**src/rtl/imem_loader_pkg.sv**
```systemverilog
// Shared definitions for the instruction-memory loader: FSM state encodings,
// default memory depth and frame-layout constants.
package imem_loader_pkg;

  localparam int DEPTH_DEFAULT = 1024;
  localparam int HDR_BYTES     = 2;
  localparam int CSUM_BYTES    = 1;

  typedef logic [2:0] state_t;

  localparam state_t ST_IDLE = 3'd0;
  localparam state_t ST_HDR0 = 3'd1;
  localparam state_t ST_HDR1 = 3'd2;
  localparam state_t ST_DATA = 3'd3;
  localparam state_t ST_CSUM = 3'd4;
  localparam state_t ST_DONE = 3'd5;
  localparam state_t ST_ERR  = 3'd6;

endpackage

```
**src/rtl/imem_loader_word_assembler.sv**
```systemverilog
// Packs an LSB-first byte stream into 32-bit words; word_valid pulses for
// one cycle after the fourth byte of each word is taken.
module word_assembler (
  input  logic        clk,
  input  logic        rst,
  input  logic        clear,
  input  logic        byte_valid,
  input  logic [7:0]  byte_data,
  output logic [1:0]  byte_cnt,
  output logic        word_valid,
  output logic [31:0] word_data
);

  logic [23:0] shreg;

  always_ff @(posedge clk) begin
    if (!rst) begin
      shreg      <= '0;
      byte_cnt   <= '0;
      word_valid <= 1'b0;
      word_data  <= '0;
    end else if (clear) begin
      shreg      <= '0;
      byte_cnt   <= '0;
      word_valid <= 1'b0;
    end else begin
      word_valid <= 1'b0;
      if (byte_valid) begin
        byte_cnt <= byte_cnt + 2'd1;
        // New bytes enter at the top so the first byte ends up in [7:0].
        if (byte_cnt == 2'd3) begin
          word_data  <= {byte_data, shreg};
          word_valid <= 1'b1;
        end else begin
          shreg <= {byte_data, shreg[23:8]};
        end
      end
    end
  end

endmodule

```
**src/rtl/imem_loader.sv**
```systemverilog
// Receives a length-prefixed, XOR-checksummed byte frame, writes it into
// instruction memory word by word and releases the processor reset on success.
module imem_loader
  import imem_loader_pkg::*;
#(
  parameter int DEPTH = DEPTH_DEFAULT,
  parameter int AW    = 10
) (
  input  logic          clk,
  input  logic          rst,
  input  logic          start,
  input  logic          in_valid,
  input  logic [7:0]    in_data,
  output logic          in_ready,
  output logic          we,
  output logic [AW-1:0] waddr,
  output logic [31:0]   wdata,
  output logic          cpu_rst_n,
  output logic          done,
  output logic          error,
  output logic [2:0]    state_dbg
);

  // Stream handshake: a byte moves only on a cycle where in_valid && in_ready;
  // in_ready depends on state alone, so a held byte is never dropped.
  localparam logic [16:0] DEPTH_L = 17'(DEPTH);

  state_t      state;
  logic [7:0]  n_lo;
  logic [15:0] words_left;
  logic [7:0]  csum;
  logic        accept;
  logic        data_accept;
  logic        load_start;
  logic [1:0]  byte_cnt;
  logic [15:0] n_full;

  assign in_ready    = (state == ST_HDR0) || (state == ST_HDR1) ||
                       (state == ST_DATA) || (state == ST_CSUM);
  assign accept      = in_valid && in_ready;
  assign data_accept = accept && (state == ST_DATA);
  assign load_start  = start && ((state == ST_IDLE) || (state == ST_DONE) ||
                                 (state == ST_ERR));
  assign n_full      = {in_data, n_lo};
  assign state_dbg   = state;

  word_assembler u_asm (
    .clk        (clk),
    .rst        (rst),
    .clear      (load_start),
    .byte_valid (data_accept),
    .byte_data  (in_data),
    .byte_cnt   (byte_cnt),
    .word_valid (we),
    .word_data  (wdata)
  );

  always_ff @(posedge clk) begin
    if (!rst) begin
      state      <= ST_IDLE;
      n_lo       <= '0;
      words_left <= '0;
      csum       <= '0;
      waddr      <= '0;
      cpu_rst_n  <= 1'b0;
      done       <= 1'b0;
      error      <= 1'b0;
    end else begin
      // Hold the index on the final slot so N == DEPTH never wraps it.
      if (we && (32'(waddr) != DEPTH - 1)) waddr <= waddr + 1'b1;

      case (state)
        ST_HDR0: if (accept) begin
          n_lo  <= in_data;
          state <= ST_HDR1;
        end
        ST_HDR1: if (accept) begin
          words_left <= n_full;
          if (n_full == 16'd0)              state <= ST_CSUM;
          else if ({1'b0, n_full} > DEPTH_L) begin
            state <= ST_ERR;
            error <= 1'b1;
          end else                          state <= ST_DATA;
        end
        ST_DATA: if (accept) begin
          csum <= csum ^ in_data;
          if (byte_cnt == 2'd3) begin
            words_left <= words_left - 16'd1;
            if (words_left == 16'd1) state <= ST_CSUM;
          end
        end
        ST_CSUM: if (accept) begin
          if (in_data == csum) begin
            state <= ST_DONE;
            done  <= 1'b1;
          end else begin
            state <= ST_ERR;
            error <= 1'b1;
          end
        end
        ST_DONE: cpu_rst_n <= 1'b1;
        default: ;
      endcase

      if (load_start) begin
        state      <= ST_HDR0;
        csum       <= '0;
        waddr      <= '0;
        words_left <= '0;
        cpu_rst_n  <= 1'b0;
        done       <= 1'b0;
        error      <= 1'b0;
      end
    end
  end

endmodule

```
**config.mk**
```make
export PLATFORM = sky130hd
export DESIGN_NAME = imem_loader
export DESIGN_NICKNAME = d
export VERILOG_FILES = /design/src/rtl/imem_loader_pkg.sv /design/src/rtl/imem_loader_word_assembler.sv /design/src/rtl/imem_loader.sv
export SDC_FILE = /design/constraint.sdc
export NUM_CORES = 1
export LEC_CHECK = 0
export CELL_PAD_IN_SITES_DETAIL_PLACEMENT = 0
export CELL_PAD_IN_SITES_GLOBAL_PLACEMENT = 2
export CORE_MARGIN = 5
export CORE_UTILIZATION = 33
export CTS_CLUSTER_DIAMETER = 80
export DETAILED_ROUTE_END_ITERATION = 10
export PLACE_DENSITY_LB_ADDON = 0.1
export REMOVE_ABC_BUFFERS = 1
export SLEW_MARGIN = 0
export SYNTH_ARGS = -nofsm -noshare
export SYNTH_HDL_FRONTEND = slang
export SYNTH_SLANG_ARGS = --single-unit
```
**constraint.sdc**
```tcl
create_clock -name clk -period 2.8 [get_ports clk]
set_clock_uncertainty 0.15 [all_clocks]
set_input_delay 0.84 -clock clk [delete_from_list [all_inputs] [get_ports clk]]
set_output_delay 0.84 -clock clk [all_outputs]
set_load 0.01 [all_outputs]
```
==> impl_results.md, run 1 <==
- Number of failing setup endpoints in the final timing report: 0
- Post-CTS setup-driven buffer insertion count: 0
- NumNets Final: 665
- Kind of capture point of the worst setup path: flip-flop
- Number of clock sinks seen by CTS: 107
- Fraction of the mapped netlist area in adder cells: 0.01045
- Die height: 130.4 um
- Setup WS pre-CTS: -209.1 ps
- Skew-Pair Late Insertion Delay: 360 ps
- Vias in the first global route: 3959
- Floorplan die area: 17010 um^2
- Top FF cell, synth: dfxtp_1
- Final critical-path setup slack: 149.2 ps
- Unrepaired setup endpoints after global routing: false
- Class of the tightest hold or removal check: flip-flop to flip-flop
- Area added between synthesis and finish: 26.79%
- Cell at the root of the clock tree: clkbuf_16
- Portion of netlist area occupied by mux cells: 0.02509
- Core area: 14370 um^2
- Sequential area share after synthesis: 0.4475
- Post-synth cell types: 60
- CTS tree: built
- Global route total overflow: 0
- P_leak: 2.102 nW
- Synth area leader: dfxtp_1
- Buffers from clock root to sink, at most: 2
- Maximum net fanout on the critical path: 2
- Total of max-cap violations: 0
- R2R Path End: words_left[14]
- Library cell with the highest instance count after synthesis: nand2_1
- Period utilization: 0.9467
- Maximum vdd drop: 0.2850 mV
- Max Freq: 0.3773 GHz
- Layout cells sized above 1: 0.09939
- Iter 0 DRT Violations: 163
- Number of rows created at floorplan: 44
- Number of cells on the worst reg-to-reg path: 5
- Startpoint of the worst register-to-register path: words_left[2]
- Count of vias placed by the detailed router: 4167
- Placed wire-length estimate after detailed placement: 9052 um
- Die X: 130.4 um
- Synth Area in Simple Gates: 0.2588
- Largest net degree at the start of global routing: 42
- Count of flip-flops with a built-in enable after synthesis: 0
- Area share of the largest cell type after synthesis: 0.4475
- Synth Cell Area: 4787 um^2
- Number of design rule violations left after detail routing: 0
- Deepest level of the CTS H-tree: 3
- Wire length per cell: 15.34 um
- Number of antenna cells inserted: 0
- Hold violation count in the final report: 0
- Synth Area in Compound Gates: 0.1712
- Starting density of the core: 0.3332
- Kind of start point of the critical path: input pin
- Final Routed Wirelength: 12850 um
- Shortest clock period the worst path allows after layout: 2651 ps
- Total design power: 3.077 mW
- Clock transition at the register clock pins on the worst setup and hold paths after CTS: 80 ps
- Capture point of the critical path: error
- Post-cts sizing count: 0
- Number of routed nets with antenna violations: 0
- Final cell count without fillers: 838
- Largest cells by area after synthesis: dfxtp_1 45%, nand2_1 11%, a21boi_0 4.9%
- Commonest cells in the synthesized netlist: 140 x nand2_1, 107 x dfxtp_1, 44 x a21oi_1, 39 x nor2_1, 31 x a21boi_0
- Required arrival time at the worst endpoint: 2880 ps
- Instance area at placement: 5786 um^2
- Overall Global Routing Usage: 0.1561
- Synthesis warning total: 0
- Xor/xnor cell area share of the yosys netlist: 0.04574
- Routability Congestion: 0.8051
- Per-cell via count in the routed design: 4.973
- Final design instance area without fill: 6070 um^2
- Status: finished clean
- Wire length of the first global-routing pass: 20880 um
- Final Slew Violations: 0
- Mean cell area of the mapped netlist: 8.225 um^2
- Count of input and output buffers: 61
- Boundary Pins: 62
- CP Launch Point: in_data[0]
- Dominant combinational cell family by area after synthesis: simple AND/OR/NAND/NOR gates
- Critical Path AT: 2730 ps
- DRT Pass-1 Iters: 4
- Worst Tran Pin Value: 437.8 ps
- Placed cells: 822
- Number of buffers added to fix hold violations after cts: 0
- Setup CP Type: input pin to flip-flop
- Reg2reg setup slack: 700 ps
- Post-synthesis cell count: 582
- Pwr/cell area: 506.9 nW/um^2
- Share of synthesized registers carrying an async set or reset: 0
- Number of storage elements in the synthesis netlist: 107
- Antenna violations before repair: 0
- Number of buffers created by CTS: 9
- Relative max-transition margin: 0.7059
[report_power, final]
group	internal, mW	total, mW	switching (mW)
combinational	0.122	0.282	0.160
sequential	1.53	1.55	0.0115
clock	0.637	1.25	0.612
total	2.29	3.08	0.784
[routing by layer]
layer  wire length (um)  global-route usage  vias up
met3                485             0.02358       15
li1                   -                   -     2122
met5                  0                   0        -
met1               6272              0.2146     1953
met2               5884              0.2495       77
met4                208             0.05747        0
[registers in the layout, indices dropped and copies added, names as in the netlist]
name	flops
waddr	10
u_asm.word_data	32
u_asm.byte_cnt	2
u_asm.word_valid	1
cpu_rst_n	1
state_dbg	3
words_left	16
u_asm.shreg	24
csum	8
error	1
done	1
n_lo	8
[stage by stage]
step	TNS [ps]	hold slack, ps	util
after floorplan	0	281.0	-
after global placement	-383.4	294.6	0.4026
after detailed placement	-362.9	294.8	0.4026
after CTS	0	305.9	0.4224
after global routing	0	327.7	0.4224
final	0	301.3	0.4224
[cells in the final DEF (no fill, tap or decap), types with 5 or more instances in the layout]
| master | count |
|---|---|
| a211oi_1 | 5 |
| clkbuf_16 | 9 |
| nand2b_1 | 6 |
| buf_4 | 33 |
| nor2b_1 | 12 |
| nor4_1 | 5 |
| dfxtp_1 | 107 |
| inv_1 | 5 |
| nor2_1 | 39 |
| nand3b_1 | 6 |
| a21oi_1 | 44 |
| xor2_1 | 20 |
| xnor2_1 | 5 |
| nand3_1 | 9 |
| o21ai_0 | 15 |
| mux2i_1 | 12 |
| nand2_1 | 140 |
| nor3_1 | 9 |
| a21boi_0 | 31 |
| clkdlybuf4s50_1 | 61 |
[how the worst min path moves through the flow]
stage | startpoint | to | cells after the start
6_report | u_asm.word_data[3] | u_asm.word_data[3] | 2
4_1_cts | u_asm.word_data[3] | u_asm.word_data[3] | 2
5_1_grt | u_asm.shreg[0] | u_asm.shreg[0] | 2
2_1_floorplan | u_asm.shreg[3] | u_asm.word_data[3] | 2
3_5_place_dp | u_asm.word_data[3] | u_asm.word_data[3] | 2
3_3_place_gp | u_asm.word_data[30] | u_asm.word_data[30] | 2
[critical path: stages]
cell	delay (ps)
clkdlybuf4s50_1	430
nor4_1	370
buf_4	180
nand3_1	90
or4_4	510
a211oi_2	240
nor4_1	70
[logic make-up after synthesis]
family	count (synthesis)
AOI/OAI and AO/OA	127
buffers and inverters	47
xor gates and xnor gates	25
DFF	107
muxes	12
and+or+nand+nor	260
adders and majority gates	4
[layout make-up]
| type | instances | area, um^2 |
|---|---|---|
| fillers | 1460 | 8299 |
| multi-input cells | 428 | 2456 |
| flip-flops and latches | 107 | 2142 |
| repair buffers | 98 | 938.4 |
| clock buffers | 10 | 239.0 |
| well taps | 184 | 230.2 |
| clock inverters | 6 | 45.04 |
| inverters | 5 | 18.77 |
No activity file was read; power rests on OpenSTA's default activity.
==> run 2: changes to the inputs <==
CORE_UTILIZATION = 35   (was 33)
SLEW_MARGIN = unset   (was 0)
clock period = 3.3 ns   (was 2.8 ns; I/O delays follow)
==> run 2 against run 1 <==
Compared with the run above: sequential power fell by 15%; design area fell by 1.7%; largest cell class unchanged; sequential cell count did not move; critical path type is now flip-flop to primary output; utilization rose by 2.5 points; combinational power fell by 22%; largest power group unchanged.
==> impl_results.md, run 2 (synthesis gave the netlist of run 1 again) <==
- Per-cell via count in the routed design: 4.996 (was 4.973)
- Pwr/cell area: 434.7 nW/um^2 (was 506.9 nW/um^2)
- Shortest clock period the worst path allows after layout: 3001 ps
- Wire length of the first global-routing pass: 20230 um (was 20880 um)
- Switching pwr: 641.2 uW (was 783.7 uW)
- Required arrival time at the worst endpoint: 2160 ps (was 2880 ps)
- Worst Tran Pin Value: 522.2 ps (was 437.8 ps)
- Highest-count cells in the layout ignoring fill and taps: 140 x nand2_1, 107 x dfxtp_1, 61 x clkdlybuf4s50_1 (unchanged)
- Maximum vdd drop: 0.2212 mV (was 0.2850 mV)
- Post-CTS setup-driven buffer insertion count: 0 (unchanged)
- Multi-input gate area: 2456 um^2 (unchanged)
- Boundary Pins: 62 (unchanged)
- Largest net degree at the start of global routing: 42 (unchanged)
- Placed cells: 804 (was 822)
- Relative max-transition margin: 0.6514 (was 0.7059)
- Most common library cell in the layout ignoring fill and taps: nand2_1 (unchanged)
- Total design power: 2.593 mW (was 3.077 mW)
- Final design instance area without fill: 5966 um^2 (was 6070 um^2)
- Clock transition at the register clock pins on the worst setup and hold paths after CTS: 70 ps (was 80 ps)
- Final critical-path setup slack: 298.5 ps (was 149.2 ps)
- WHS: 309.7 ps (was 301.3 ps)
- Final Routed Wirelength: 12320 um (was 12850 um)
- Post-cts sizing count: 0 (unchanged)
- Critical Path AT: 1860 ps (was 2730 ps)
- Buffers from clock root to sink, at most: 2 (unchanged)
- Iter 0 DRT Violations: 177 (was 163)
- Number of buffers created by CTS: 9 (unchanged)
- GRT busiest layer: met2 (unchanged)
- Largest registers: u_asm.word_data (32), u_asm.shreg (24), words_left (16) (unchanged)
- Count of vias placed by the detailed router: 4097 (was 4167)
- Share of the core filled with cells: 0.4469 (was 0.4224)
- Deepest level of the CTS H-tree: 3 (unchanged)
- Starting density of the core: 0.3586 (was 0.3332)
- Die height: 127.0 um (was 130.4 um)
- Clock group share of total power: 0.408 (was 0.406)
- Number of failing setup endpoints in the final timing report: 0 (unchanged)
- Period utilization: 0.9095
- Number of antenna cells inserted: 0 (unchanged)
- Antenna violations before repair: 0 (unchanged)
- CTS tree: built (unchanged)
- Max Freq: 0.3332 GHz
- Number of clock sinks seen by CTS: 107 (unchanged)
- P_leak: 2.035 nW (was 2.102 nW)
- Number of rows created at floorplan: 42 (was 44)
- Cell at the root of the clock tree: clkbuf_16 (unchanged)
- Instance area at placement: 5675 um^2 (was 5786 um^2)
- Area added between synthesis and finish: 24.62% (was 26.79%)
- Placed wire-length estimate after detailed placement: 8675 um (was 9052 um)
- Core area: 13350 um^2 (was 14370 um^2)
- Total of max-cap violations: 0 (unchanged)
- Setup CP Type: flip-flop to primary output (was input pin to flip-flop)
- Number of routed nets with antenna violations: 0 (unchanged)
- Layout filler cell count: 1390 (was 1460)
- Number of flip-flops under the largest register name: 32 (unchanged)
- Sequential cell area: 2142 um^2 (unchanged)
- Total negative setup slack: 0 ps (unchanged)
- Final cell count without fillers: 820 (was 838)
- Number of buffers added to fix hold violations after cts: 0 (unchanged)
- Unrepaired setup endpoints after global routing: false (unchanged)
- Die X: 127.0 um (was 130.4 um)
- Overall Global Routing Usage: 0.1555 (was 0.1561)
- Vias in the first global route: 3877 (was 3959)
- Kind of start point of the critical path: flip-flop (was input pin)
- Layout cells sized above 1: 0.08385 (was 0.09939)
- Maximum net fanout on the critical path: 15 (was 2)
- M1 GR Usage: 0.2105 (was 0.2146)
- Class of the tightest hold or removal check: flip-flop to flip-flop (unchanged)
- Routability Congestion: 0.8096 (was 0.8051)
- Setup WS pre-CTS: 156.9 ps (was -209.1 ps)
- Hold violation count in the final report: 0 (unchanged)
- NumNets Final: 655 (was 665)
- Number of design rule violations left after detail routing: 0 (unchanged)
- Kind of capture point of the worst setup path: primary output (was flip-flop)
- Sequential Power Share: 0.507 (was 0.502)
- Biggest register: u_asm.word_data (unchanged)
- Combinational fraction of design power: 0.085 (was 0.092)
- Wire length per cell: 15.02 um (was 15.34 um)
- Count of input and output buffers: 61 (unchanged)
- Switch share: 0.2472 (was 0.2547)
- Global route total overflow: 0 (unchanged)
- Floorplan die area: 16120 um^2 (was 17010 um^2)
- Global-route track usage on met2: 0.2435 (was 0.2495)
- Met3 Use GR: 0.02606 (was 0.02358)
- Final Slew Violations: 0 (unchanged)
- Status: finished clean (unchanged)
- Skew-Pair Late Insertion Delay: 360 ps (about the same)
- Internal power summed over all cells: 1.952 mW (was 2.293 mW)
- DRT Pass-1 Iters: 4 (unchanged)
-- run 2: power groups by stage --
| stage | combinational [mW] | sequential [mW] | clock (mW) |
|---|---|---|---|
| 2_1_floorplan | 0.103 | 1.35 | 0 |
| 3_5_place_dp | 0.222 | 1.34 | 0 |
| 5_1_grt | 0.241 | 1.32 | 1.17 |
| 6_report | 0.221 | 1.31 | 1.06 |
| 3_3_place_gp | 0.223 | 1.34 | 0 |
| 4_1_cts | 0.223 | 1.31 | 1.10 |
-- run 2: layout make-up --
cell class | instances | share of cell area
Multi-Input combinational cell | 428 | 0.4117
Sequential cell | 107 | 0.3591
Timing Repair Buffer | 88 | 0.1405
Clock buffer | 12 | 0.04299
Tap cell | 176 | 0.03691
Clock inverter | 4 | 0.005663
Inverter | 5 | 0.003146
-- run 2: worst max-delay path, cell delays in order, from the launching register on --
cell             delay, ps
dfxtp_1                650
xnor2_1                250
clkdlybuf4s50_1        610
-- run 2: path summary, 6_finish.rpt --
kind	depth (start not counted)	to	start	slack, ps
worst min-delay path	2	u_asm.word_data[3]	u_asm.word_data[3]	310
worst min register to register	2	u_asm.word_data[3]	u_asm.word_data[3]	310
worst max-delay path	2	in_ready	state_dbg[2]	300
worst max register to register	5	words_left[8]	state_dbg[0]	1020
-- run 2: per-layer routing --
layer	vias up	part of all wire
li1	2095	-
met1	1899	0.49
met2	85	0.44
met3	18	0.042
met4	0	0.023
met5	-	0
